==> config.mk <==
export PLATFORM = sky130hd
export DESIGN_NAME = spi_engine
export DESIGN_NICKNAME = d
export VERILOG_FILES = /design/src/rtl/spi_engine.sv
export SDC_FILE = /design/constraint.sdc
export NUM_CORES = 1
export LEC_CHECK = 0
export ABC_AREA = 1
export CAP_MARGIN = 20
export CORE_ASPECT_RATIO = 1.5
export CORE_MARGIN = 4
export CORE_UTILIZATION = 30
export DETAILED_ROUTE_END_ITERATION = 6
export GPL_ROUTABILITY_DRIVEN = 0
export MAX_ROUTING_LAYER = met4
export PLACE_DENSITY = 0.48
export SYNTH_ARGS = -nofsm -noshare
export SYNTH_HDL_FRONTEND = slang
export SYNTH_SLANG_ARGS = --single-unit
export TNS_END_PERCENT = 50
==> constraint.sdc <==
create_clock -name clk_i -period 2 [get_ports clk_i]
set_input_delay 0.4 -clock clk_i [delete_from_list [all_inputs] [get_ports clk_i]]
set_output_delay 0.4 -clock clk_i [all_outputs]
set_load 0.05 [all_outputs]
==> src/rtl/spi_engine.sv <==
// spi_engine: single-byte full-duplex SPI master, MSB first, modes 0 and 3.
//
// A request on start_i (taken only while idle) latches the byte, the clock
// polarity, the select pattern and the keep-select flag. The engine then
// runs SETUP, PHA/PHB for bits 7..0 and HOLD. Each of these states lasts
// DIV clk_i cycles. On leaving HOLD it presents the received byte on rxd_o
// and pulses done_o for one cycle.
//
// Parameters
//   DIV        SCK half-period in clk_i cycles, 1..255
// Ports
//   clk_i      system clock, rising edge
//   rst_i      synchronous reset, active high
//   start_i    transfer request, accepted when busy_o=0
//   txd_i      byte to send (sampled on accept)
//   cpol_i     0: mode 0 (SCK idles low), 1: mode 3 (idles high)
//   ssel_i     active-low select pattern driven on nss_o during transfer
//   keep_i     1: leave nss_o asserted after the transfer
//   release_i  idle-only pulse that deasserts nss_o
//   miso_i     serial data in
//   sck_o      serial clock (registered)
//   mosi_o     serial data out (registered)
//   nss_o      active-low chip selects (registered)
//   busy_o     transfer in progress
//   done_o     one-cycle completion strobe
//   rxd_o      last received byte, held until the next completion
module spi_engine #(
    parameter int unsigned DIV = 2
) (
    input  logic       clk_i,
    input  logic       rst_i,
    input  logic       start_i,
    input  logic [7:0] txd_i,
    input  logic       cpol_i,
    input  logic [1:0] ssel_i,
    input  logic       keep_i,
    input  logic       release_i,
    input  logic       miso_i,
    output logic       sck_o,
    output logic       mosi_o,
    output logic [1:0] nss_o,
    output logic       busy_o,
    output logic       done_o,
    output logic [7:0] rxd_o
);

    localparam logic [7:0] RELOAD = 8'(DIV - 1);

    typedef enum logic [2:0] {
        S_IDLE,
        S_SETUP,
        S_PHA,
        S_PHB,
        S_HOLD
    } state_t;

    state_t     state_q, state_d;
    logic [7:0] cnt_q, cnt_d;
    logic [2:0] bit_q, bit_d;
    logic [7:0] tx_q, tx_d;
    logic [7:0] rx_q, rx_d;
    logic [7:0] rxd_q, rxd_d;
    logic       sck_q, sck_d;
    logic       mosi_q, mosi_d;
    logic [1:0] nss_q, nss_d;
    logic       busy_q, busy_d;
    logic       done_q, done_d;
    logic       cpol_q, cpol_d;
    logic       keep_q, keep_d;
    logic [1:0] ssel_q, ssel_d;
    logic       miso_q;
    logic       last;

    // Phase counter expires on the last cycle of the current state.
    assign last = (cnt_q == 8'd0);

    always_comb begin
        state_d = state_q;
        cnt_d   = last ? cnt_q : cnt_q - 8'd1;
        bit_d   = bit_q;
        tx_d    = tx_q;
        rx_d    = rx_q;
        rxd_d   = rxd_q;
        sck_d   = sck_q;
        mosi_d  = mosi_q;
        nss_d   = nss_q;
        busy_d  = busy_q;
        done_d  = 1'b0;
        cpol_d  = cpol_q;
        keep_d  = keep_q;
        ssel_d  = ssel_q;

        unique case (state_q)
            S_IDLE: begin
                sck_d = cpol_q;
                // START takes priority over RELEASE in the same cycle.
                if (start_i) begin
                    tx_d    = txd_i;
                    cpol_d  = cpol_i;
                    keep_d  = keep_i;
                    ssel_d  = ssel_i;
                    nss_d   = ssel_i;
                    mosi_d  = txd_i[7];
                    sck_d   = cpol_i;
                    busy_d  = 1'b1;
                    cnt_d   = RELOAD;
                    state_d = S_SETUP;
                end else if (release_i) begin
                    nss_d = 2'b11;
                end
            end
            S_SETUP: begin
                if (last) begin
                    sck_d   = 1'b0;
                    bit_d   = 3'd7;
                    cnt_d   = RELOAD;
                    state_d = S_PHA;
                end
            end
            S_PHA: begin
                if (last) begin
                    sck_d   = 1'b1;
                    rx_d    = {rx_q[6:0], miso_q};
                    cnt_d   = RELOAD;
                    state_d = S_PHB;
                end
            end
            S_PHB: begin
                if (last) begin
                    cnt_d = RELOAD;
                    if (bit_q != 3'd0) begin
                        // tx_q[7] is always the bit on the wire; shift the next one up.
                        sck_d   = 1'b0;
                        bit_d   = bit_q - 3'd1;
                        tx_d    = {tx_q[6:0], 1'b0};
                        mosi_d  = tx_q[6];
                        state_d = S_PHA;
                    end else begin
                        sck_d   = cpol_q;
                        mosi_d  = 1'b1;
                        state_d = S_HOLD;
                    end
                end
            end
            S_HOLD: begin
                if (last) begin
                    rxd_d   = rx_q;
                    done_d  = 1'b1;
                    busy_d  = 1'b0;
                    nss_d   = keep_q ? ssel_q : 2'b11;
                    state_d = S_IDLE;
                end
            end
            default: begin
                state_d = S_IDLE;
            end
        endcase
    end

    always_ff @(posedge clk_i) begin
        if (rst_i) begin
            state_q <= S_IDLE;
            cnt_q   <= 8'd0;
            bit_q   <= 3'd0;
            tx_q    <= 8'h00;
            rx_q    <= 8'h00;
            rxd_q   <= 8'h00;
            sck_q   <= 1'b0;
            mosi_q  <= 1'b1;
            nss_q   <= 2'b11;
            busy_q  <= 1'b0;
            done_q  <= 1'b0;
            cpol_q  <= 1'b0;
            keep_q  <= 1'b0;
            ssel_q  <= 2'b11;
            miso_q  <= 1'b0;
        end else begin
            state_q <= state_d;
            cnt_q   <= cnt_d;
            bit_q   <= bit_d;
            tx_q    <= tx_d;
            rx_q    <= rx_d;
            rxd_q   <= rxd_d;
            sck_q   <= sck_d;
            mosi_q  <= mosi_d;
            nss_q   <= nss_d;
            busy_q  <= busy_d;
            done_q  <= done_d;
            cpol_q  <= cpol_d;
            keep_q  <= keep_d;
            ssel_q  <= ssel_d;
            // Single sampling flop; the shift into rx_q uses this registered copy.
            miso_q  <= miso_i;
        end
    end

    assign sck_o  = sck_q;
    assign mosi_o = mosi_q;
    assign nss_o  = nss_q;
    assign busy_o = busy_q;
    assign done_o = done_q;
    assign rxd_o  = rxd_q;

endmodule

### After elaboration in Yosys (flattened, before gate mapping)

Index checks and enable logic that the tools add are counted.

| storage, ports and cells | value |
|---|---|
| bits in registers | 48 |
| input port bits | 17 |
| word-level logic and storage cells | 85 |

| operators by class | value |
|---|---|
| add/sub/neg operators | 2 |
| eq/ne operators | 11 |
| muxes and demuxes | 37 |
| bitwise logic cells | 1 |
| reductions and logical operators | 19 |

Operators by type and width:

| operator | number |
|---|---|
| $mux 3 | 9 |
| $mux 8 | 3 |
| $mux 7 | 3 |
| $pmux 8 s2 | 1 |
| $pmux 3 s5 | 1 |
| $pmux 7 s2 | 1 |
| $ne 2x2->1 const B | 6 |
| $reduce_and 4->1 | 3 |
| $mux 1 | 10 |
| $reduce_and 3->1 | 3 |
| $logic_not 8->1 | 1 |
| $mux 2 | 4 |
| $sub 8x1->8 const B | 1 |
| $eq 3x2->1 const B | 2 |
| $pmux 3 s2 | 1 |
| $reduce_and 2->1 | 3 |
| $reduce_bool 2->1 | 3 |
| $reduce_and 5->1 | 1 |
| $pmux 1 s2 | 2 |
| $pmux 1 s4 | 1 |
| $pmux 2 s2 | 1 |
| $reduce_bool 4->1 | 1 |
| $eq 3x1->1 const B | 1 |
| $eq 3x3->1 const B | 1 |
| other kinds (7) | 7 |

### Longest topological paths before layout

Gate-level depths: netlist (run 1).

| depth | value |
|---|---|
| depth in word-level cells | 4 |
| depth in mapped cells | 12 |

### Worst setup path after synthesis (run 1)

No wires, ideal clock.

| timing | value |
|---|---|
| path kind | register to register |
| start point | register cnt_q[0] |
| end point | register cnt_q[0] |
| setup time | 0.109 ns |
| arrival time | 1.352 ns |
| path slack | 0.539 ns |
| cell stages (with the launch flop) | 12 |
| cell sequence | dfxtp_1 inv_1 ha_1 nand2_1 inv_1 nand2_1 buf_6 ha_1 nand2_1 o211ai_1 nand2_1 inv_1 |

| on the way | value |
|---|---|
| cells in the longest elaborated chain, start to end | 4 |
| elaborated cells on any way between the ends | 6 |

RTL lines:

| what | RTL line | RTL |
|---|---|---|
| start: declaration | 58 | `logic [7:0] cnt_q, cnt_d;` |
| start signal: assignment | 179 | `cnt_q <= cnt_d;` |
| $sub 8x1->8 or $logic_not 8->1 (tied branches) | 79, 75 |  |
| $mux 8 | 79 | `cnt_d = last ? cnt_q : cnt_q - 8'd1;` |
| $mux 8, on equally long branches | n/a |  |
| $pmux 8 s2 * | 93 | `unique case (state_q)` |

Mark *: on every way between the ends. The rest lies on a longest branch, timed or not.
A chain may end at the register's enable or synchronous reset.

### Final worst setup path (run 1)

| timing | value |
|---|---|
| start point | register busy_q (netlist: busy_o) |
| end point | output busy_o |

RTL lines:

| what | RTL line | RTL |
|---|---|---|
| start: declaration | 66 | `logic busy_q, busy_d;` |
| start signal: assignment | 187 | `busy_q <= busy_d;` |
| end: declaration | 42 | `output logic busy_o,` |

No word-level cell between the ends.

==> results_dict.tcl, run 1 <==
set metrics [dict create \
    finalHoldViolCount 0 \
    die_y_um 115 \
    path_clk_slew_ps 90 \
    insertion_delay_ps 300 \
    power_density_nw_per_um2 1440 \
    place_inst 444 \
    hold_class "register to register" \
    p_int_w 0.00230 \
    timing.rr.start "cnt_q[0]" \
    vias 1976 \
    relSlewSlack_pct 65.9 \
    drv_cap 0 \
    drc 0 \
    wirelength_um 5170 \
    comb_power_share_pct 48.5 \
    layoutNonFillerInstCount 452 \
    post-cts-setup-buffer-count 0 \
    ctsHoldBuffers 0 \
    grt_pass1_wl_um 9050 \
    cts_root_buffer "clkbuf_8" \
    synth_area_per_cell_um2 7.31 \
    grt_antenna_before_repair 0 \
    synth_edf_count 0 \
    max_freq_mhz 530 \
    cts_buffers 5 \
    synth_top_area_cell "dfxtp_1" \
    slowest_delay_ps 820 \
    critPathSlowestCell "clkdlybuf4s50_1" \
    fin_setup_tns_ps 0 \
    tightestPinTransition_ps 510 \
    ys_async_sr_fraction_pct 0 \
    p_clk_share_pct 17.3 \
    areaGrowthSynthToFinish_pct 23.0 \
    synthDistinctLibCells 32 \
    grt_pass1_vias 2006 \
    status "complete, no violations" \
    grt_overflow 0 \
    crit_buf_inv 1 \
    wl_per_cell_um 11.4 \
    grtUsageTotal_pct 12.8 \
    grt_max_degree 19 \
    yosys_warnings 0 \
    cts_resized 0 \
    seqPwrFrac_pct 34.3 \
    portBuffers 30 \
    crit_path_end_kind "output port" \
    dp_hpwl_um 3790 \
    ys_ff_latch 48 \
    maxSlewViolCount 0 \
    cts_tree "yes" \
    syn-cell-area_um2 2290 \
    num_rows 38 \
    clock_tree.buffer_depth 2 \
    worstSetupStartpoint "busy_o" \
    cts_max_level 2 \
    final_nets 373 \
    netlist_top_cells_area "dfxtp_1 (42%), nor2_1 (10%), nand2_1 (8.7%), o21ai_0 (5.9%), inv_1 (5.1%)" \
    setup_viol 0 \
    numClockSinks 48 \
    r2r_setup_slack_ps 330 \
    swShare_pct 43.5 \
    seq_area_frac_synth_pct 41.9 \
    fin_crit_ps 1890 \
    finalPower_w 0.00408 \
    net-switching-power_w 0.00177 \
    max-vdd-ir-drop_mv 0.402 \
    fin_util_pct 38.6 \
    crit_path_max_fanout 2 \
    drt-pass1-iter-count 4 \
    fin_worst_skew_ps 12.7 \
    pin_count 31 \
    netlist.area_leader.share_pct 41.9 \
    syn_inst 314 \
    yosysMostFrequentCell "nor2_1" \
    ant_nets 0 \
    die_width_um 79.4 \
    leakage_nw 1.32 \
    vias_per_cell 4.37 \
    drt_iter0_drc 90 \
    drive_gt1_share_pct 14.5 \
    critPathTopFamily "buffers and inverters" \
    critPathKind "register to output port" \
    core_um2 7320 \
    crit_path_cell_trace "clkdlybuf4s50_1" \
    synth_common_cells "nor2_1 (62), nand2_1 (53), dfxtp_1 (48)" \
    floorplan.initialDensity_pct 31.3 \
    diodes 0 \
    worst_setup_path_start_kind "register" \
    synthFlopType "dfxtp_1" \
    hp-start "bit_q[0]" \
    dieArea_um2 9140 \
    crit_required_ps 1600 \
    syn-num-nets 336 \
    arrival_ps 1490 \
    period_share_pct 94.4 \
    rsz0062_at_grt "false" \
]
[per-stage QoR]
step	setup slack [ps]	cell area, um2	hold WS (ps)
finish	112	2820	451
global route	63.2	2820	476
CTS	94.7	2820	458
detailed placement	220	2720	442
global placement	236	2720	440
floorplan	539	2290	423
[path summary, 6_finish.rpt]
path,endpoint,depth (start not counted)
max reg2reg,rx_q[4],10
min reg2reg,bit_q[0],1
max,busy_o,1
min,bit_q[0],1
[kinds of logic after synthesis]
group / share of synthesized area [%]
simple gates: 32.1
compound gates: 12.5
flops: 41.9
buf+inv: 8.83
xor+xnor: 1.91
fa+ha+maj: 2.73
[cell usage in the layout, fill, tap and decap left out, types with 2 or more instances in the layout]
cell type	netlist	routed
a21oi_1	12	12
buf_4	1	8
clkbuf_8	0	5
clkdlybuf4s50_1	0	29
dfxtp_1	48	48
ha_1	5	5
inv_1	31	31
inv_2	5	5
inv_4	2	2
nand2_1	53	53
nand2_2	6	6
nand2_4	3	3
nand3_1	12	12
nand4_1	2	2
nor2_1	62	62
nor2_2	11	11
nor2_4	3	3
o211ai_1	3	3
o21ai_0	27	27
o21ai_1	9	9
xor2_1	4	4
[worst register-to-register path, stage by stage (launching register included)]
cell	delay, ps
dfxtp_1	320
inv_1	90
ha_1	160
nand2_1	60
inv_1	50
nand2_1	130
buf_4	210
nor2_4	190
inv_1	180
nor2_1	120
nor2_1	50
[flip-flops by register name, summed over array words and instances, names as in the netlist, 2 cells and up]
name	flops
rxd_o	8
rx_q	8
ssel_q	2
tx_q	7
cnt_q	8
state_q	3
nss_o	2
bit_q	3
[layout make-up]
class	count	area, um2
Fill cell	784	4500
Multi-Input combinational cell	221	1130
Sequential cell	48	961
Timing Repair Buffer	37	350
Inverter	38	148
Tap cell	100	125
Clock buffer	6	72.6
Clock inverter	2	35.0
[power by group through the flow]
stage	Combinational (W)	Sequential (W)	Clock (W)
2_1_floorplan	0.00152	0.00151	0
6_report	0.00198	0.00140	0.000704
5_1_grt	0.00225	0.00144	0.000763
3_3_place_gp	0.00199	0.00142	0
4_1_cts	0.00201	0.00140	0.000724
3_5_place_dp	0.00200	0.00142	0
[per-layer routing]
| metal | vias to the layer above | share of wire [%] | global-route usage [%] |
|---|---|---|---|
| met5 | - | 0 | - |
| met3 | 10 | 3.1 | 2.82 |
| met1 | 882 | 47 | 15.4 |
| met2 | 29 | 47 | 20.6 |
| li1 | 1055 | - | - |
| met4 | 0 | 2.5 | 5.16 |
(Power assumes the default switching activity.)
==> run 2, diff against run 1 <==
--- a/config.mk
+++ b/config.mk
@@ -5,15 +5,17 @@
 export SDC_FILE = /design/constraint.sdc
 export NUM_CORES = 1
 export LEC_CHECK = 0
-export ABC_AREA = 1
 export CAP_MARGIN = 20
+export CELL_PAD_IN_SITES_DETAIL_PLACEMENT = 0
+export CELL_PAD_IN_SITES_GLOBAL_PLACEMENT = 2
 export CORE_ASPECT_RATIO = 1.5
 export CORE_MARGIN = 4
 export CORE_UTILIZATION = 30
 export DETAILED_ROUTE_END_ITERATION = 6
 export GPL_ROUTABILITY_DRIVEN = 0
 export MAX_ROUTING_LAYER = met4
-export PLACE_DENSITY = 0.48
+export PLACE_DENSITY = 0.72
+export SLEW_MARGIN = 30
 export SYNTH_ARGS = -nofsm -noshare
 export SYNTH_HDL_FRONTEND = slang
 export SYNTH_SLANG_ARGS = --single-unit
==> results_dict.tcl, run 2 <==
set metrics [dict create \
    die_width_um 77.4 \
    p_int_w 0.00220 \
    hold_class "register to register" \
    vias 1824 \
    netlist.area_leader.share_pct 44.3 \
    seq_area_frac_synth_pct 44.3 \
    numClockSinks 48 \
    cts_tree "yes" \
    worst_setup_path_start_kind "register" \
    status "complete, no violations" \
    fin_setup_tns_ps 0 \
    crit_path_max_fanout 8 \
    drt-pass1-iter-count 4 \
    max_freq_mhz 521 \
    tightestPinTransition_ps 507 \
    floorplan.initialDensity_pct 31.2 \
    grtUsageTotal_pct 13.0 \
    cts_root_buffer "clkbuf_8" \
    arrival_ps 2110 \
    pin_count 31 \
    critPathKind "register to register" \
    synth_area_per_cell_um2 8.81 \
    relSlewSlack_pct 66.1 \
    maxSlewViolCount 0 \
    drv_cap 0 \
    crit_required_ps 2190 \
    drc 0 \
    ys_async_sr_fraction_pct 0 \
    diodes 0 \
    net-switching-power_w 0.00135 \
    num_rows 37 \
    vias_per_cell 5.04 \
    yosys_warnings 0 \
    path_clk_slew_ps 90 \
    drive_gt1_share_pct 12.7 \
    finalPower_w 0.00355 \
    ys_ff_latch 48 \
    syn_inst 246 \
    yosysMostFrequentCell "dfxtp_1" \
    grt_pass1_wl_um 8940 \
    period_share_pct 96.0 \
    synthFlopType "dfxtp_1" \
    ant_nets 0 \
    fin_worst_skew_ps 8.15 \
    grt_max_degree 46 \
    dp_hpwl_um 3670 \
    clock_tree.buffer_depth 2 \
    final_common_cell "dfxtp_1" \
    final_cell_mix "dfxtp_1 (48), nor2_1 (30), clkdlybuf4s50_1 (30)" \
    leakage_nw 1.06 \
    fin_util_pct 39.7 \
    areaGrowthSynthToFinish_pct 27.3 \
    core_um2 6940 \
    wl_per_cell_um 14.2 \
    rsz0062_at_grt "true" \
    insertion_delay_ps 300 \
    grt_overflow 0 \
    power_density_nw_per_um2 1290 \
    comb_power_share_pct 44.0 \
    synthDistinctLibCells 41 \
    swShare_pct 38.1 \
    setup_viol 0 \
    cts_max_level 2 \
    wirelength_um 5140 \
    synth_common_cells "dfxtp_1 (48), nor2_1 (30), a21oi_1 (22)" \
    synth_top_area_cell "dfxtp_1" \
    max-vdd-ir-drop_mv 0.391 \
    p_clk_share_pct 20.2 \
    die_y_um 112 \
    fin_area_um2 2760 \
    grt_antenna_before_repair 0 \
    crit_path_end_kind "register" \
    netlist_top_cells_area "dfxtp_1 (44%), nor2_1 (5.2%), a21oi_1 (5.1%), mux2i_1 (5.1%), nand2_1 (3.5%)" \
    dieArea_um2 8680 \
    finalHoldViolCount 0 \
    cts_buffers 5 \
    synth_edf_count 0 \
    ctsHoldBuffers 0 \
    setup_ws_ps 79.2 \
    final_nets 305 \
    portBuffers 30 \
    fin_crit_ps 1920 \
    drt_iter0_drc 46 \
    place_area_um2 2630 \
    seqPwrFrac_pct 35.7 \
    syn-num-nets 268 \
    grt_pass1_vias 1762 \
    pre_cts_slack_ps 13.3 \
    syn-cell-area_um2 2170 \
]
## run 2: cell count changes after synthesis, moves of 8 or more
cell      previous run  this run
a311oi_1             0         8
a21oi_1             12        22
nor2_1              62        30
nor2_2              11         1
o21ai_1              9         0
nand2_1             53        20
mux2i_1              0        11
o21ai_0             27         2
inv_1               31        11
clkbuf_1             3        15
## run 2: critical path, cell delays in order, from the launching register on
cell and delay, ps:
dfxtp_1 340, or4_4 590, or4_4 650, mux2i_1 190
nor2_1 50
## run 2: power groups by stage
| stage | Clock [W] | Combinational, W | Sequential, W |
|---|---|---|---|
| finish | 0.000718 | 0.00156 | 0.00127 |
| global route | 0.000792 | 0.00173 | 0.00130 |
| CTS | 0.000749 | 0.00157 | 0.00127 |
| detailed placement | 0 | 0.00155 | 0.00129 |
| global placement | 0 | 0.00156 | 0.00129 |
| floorplan | 0 | 0.00101 | 0.00134 |
## run 2: final cells by class
type	instances	area, um2
Tap cell	78	97.6
Clock buffer	5	68.8
Clock inverter	3	47.5
Sequential cell	48	961
Fill cell	730	4190
Multi-Input combinational cell	170	1100
Timing Repair Buffer	47	440
Inverter	11	41.3
## run 2: per-layer routing
| layer | GRT usage, % | vias up | wire (um) |
|---|---|---|---|
| li1 | - | 943 | - |
| met1 | 15.5 | 851 | 2260 |
| met2 | 22.1 | 25 | 2680 |
| met3 | 2.25 | 5 | 133 |
| met4 | 3.92 | 0 | 67 |
| met5 | - | - | 0 |
## run 2: worst paths after layout
kind                 start  cells past startpoint        to  slack [ps]
setup / recovery  cnt_q[5]                      4   rx_q[0]          80
hold reg to reg   rxd_o[0]                      2  rxd_o[0]         460
hold / removal    rxd_o[0]                      2  rxd_o[0]         460
setup reg to reg  cnt_q[5]                      4   rx_q[0]          80
## run 2: metrics by stage
| step | std cells | hold WS, ps |
|---|---|---|
| after CTS | 362 | 460 |
| final | 362 | 458 |
| after floorplan | 246 | 429 |
| after detailed placement | 354 | 446 |
| after global placement | 354 | 442 |
| after global routing | 362 | 475 |
## run 2: what timing repair did
action                                 CTS  global route
buffers inserted                         0             0
pin swaps                                1             1
resized for setup                        1             2
setup endpoints to repair                2             8
endpoints found under the hold margin    0             0
## run 2: cells by family (layout without fill, tap and decap cells)
kind of cell | after synthesis | after routing | share of synthesized area (%)
adder cells (fa/ha/maj) | 5 | 5 | 2.89
AO/OA/AOI/OAI | 48 | 48 | 15.8
buffers and inverters | 28 | 66 | 5.25
flip-flops | 48 | 48 | 44.3
AND/OR/NAND/NOR | 100 | 100 | 24.1
multiplexers | 12 | 12 | 5.60
XOR/XNOR | 5 | 5 | 2.02
==> run 3, diff against run 2 <==
--- a/config.mk
+++ b/config.mk
@@ -19,4 +19,4 @@
 export SYNTH_ARGS = -nofsm -noshare
 export SYNTH_HDL_FRONTEND = slang
 export SYNTH_SLANG_ARGS = --single-unit
-export TNS_END_PERCENT = 50
+export TNS_END_PERCENT = 1
==> results_dict.tcl, run 3 (same netlist as run 2, synthesis figures left out) <==
set metrics [dict create \
    ctsHoldBuffers 0 \
    grt_overflow 0 \
    clock_tree.buffer_depth 2 \
    die_width_um 77.4 \
    arrival_ps 2110 \
    cts_buffers 5 \
    fin_setup_tns_ps 0 \
    leakage_nw 1.06 \
    ant_nets 0 \
    worst_hold_slack_ps 458 \
    final_cell_mix "dfxtp_1 (47), nor2_1 (30), clkdlybuf4s50_1 (30)" \
    diodes 0 \
    drt_iter0_drc 63 \
    wirelength_um 5140 \
    cts_tree "yes" \
    path_clk_slew_ps 100 \
    setup_viol 0 \
    vias_per_cell 5.06 \
    grt_pass1_vias 1762 \
    num_rows 37 \
    slowest_delay_ps 630 \
    fin_area_um2 2760 \
    drt-pass1-iter-count 4 \
    vias 1832 \
    hold_class "register to register" \
    finalPower_w 0.00355 \
    maxSlewViolCount 0 \
    fin_crit_ps 1920 \
    cts_max_level 2 \
    crit_path_end_kind "register" \
    tightestPinTransition_ps 507 \
    grt_max_degree 46 \
    layoutNonFillerInstCount 362 \
    numClockSinks 48 \
    dp_hpwl_um 3670 \
    grt_antenna_before_repair 0 \
    post-cts-setup-buffer-count 0 \
    crit_path_cell_trace "inv_2 > ha_2 > or3b_4 > or4_4 > mux2i_1 > nor2_1" \
    place_area_um2 2630 \
    max-vdd-ir-drop_mv 0.392 \
    wl_per_cell_um 14.2 \
    period_share_pct 95.8 \
    areaGrowthSynthToFinish_pct 27.4 \
    drv_cap 0 \
    grt_pass1_wl_um 8940 \
    power_density_nw_per_um2 1290 \
    status "complete, no violations" \
    finalHoldViolCount 0 \
    fin_worst_skew_ps 7.77 \
    pin_count 31 \
    relSlewSlack_pct 66.1 \
    crit_path_max_fanout 8 \
    core_um2 6940 \
    critPathTopFamily "simple AND/OR/NAND/NOR gates" \
    crit_required_ps 2190 \
    critPathSlowestCell "or4_4" \
    cts_root_buffer "clkbuf_8" \
    drc 0 \
    worst_setup_path_start_kind "register" \
    final_common_cell "dfxtp_1" \
    rsz0062_at_grt "true" \
    die_y_um 112 \
    floorplan.initialDensity_pct 31.2 \
    grtUsageTotal_pct 13.0 \
    max_freq_mhz 522 \
    place_inst 354 \
    portBuffers 30 \
    critPathKind "register to register" \
    drive_gt1_share_pct 13.7 \
    final_nets 305 \
    insertion_delay_ps 300 \
    crit_buf_inv 1 \
    dieArea_um2 8680 \
]
==> run 3: changes by cell type in the layout (fill, tap and decap cells not counted) <==
cell / change
dfxtp_1: -1
dfxtp_2: +1
inv_1: -2
inv_2: +2
==> run 3: per-stage QoR <==
step	worst slack [ps]	utilization, %
4_1_cts	64.6	39.6
3_3_place_gp	55.4	37.9
2_1_floorplan	10.5	-
3_5_place_dp	13.3	37.9
6_report	84.6	39.7
5_1_grt	-27.2	39.7
==> run 3: worst paths after layout <==
check	start	to	slack [ps]	depth (start not counted)
setup / recovery	cnt_q[1]	rx_q[0]	80	6
hold / removal	rxd_o[3]	rxd_o[3]	460	2
setup reg to reg	cnt_q[1]	rx_q[0]	80	6
hold reg to reg	rxd_o[3]	rxd_o[3]	460	2
==> run 3: per-layer routing <==
layer	share of wire [%]	vias up	GRT usage (%)
met4	1.3	0	3.92
met5	0	-	-
li1	-	946	-
met2	52	25	22.1
met3	2.5	5	2.25
met1	44	856	15.5
==> run 3: layout make-up <==
cell class | count | area (um2)
clock buffers | 5 | 68.8
fillers | 731 | 4180
multi-input cells | 170 | 1100
well taps | 78 | 97.6
flip-flops and latches | 48 | 962
inverters | 11 | 41.3
repair buffers | 47 | 440
clock inverters | 3 | 47.5
==> run 3: worst reg2reg max path, stage by stage, from the launching register on <==
cell and delay, ps:
dfxtp_2 330, inv_2 50, ha_2 170, or3b_4 390, or4_4 630, mux2i_1 190, nor2_1 50
==> run 3: report_power, final <==
| group | total (W) | internal, W | switching, W |
|---|---|---|---|
| Clock | 0.000718 | 0.000377 | 0.000341 |
| Sequential | 0.00127 | 0.00113 | 0.000140 |
| Combinational | 0.00156 | 0.000689 | 0.000874 |
==> run 3: repair_timing <==
action / in CTS / in global routing
endpoints found under the hold margin: 0 / 0
pin swaps: 1 / 1
setup endpoints to repair: 2 / 8
resized for setup: 1 / 5
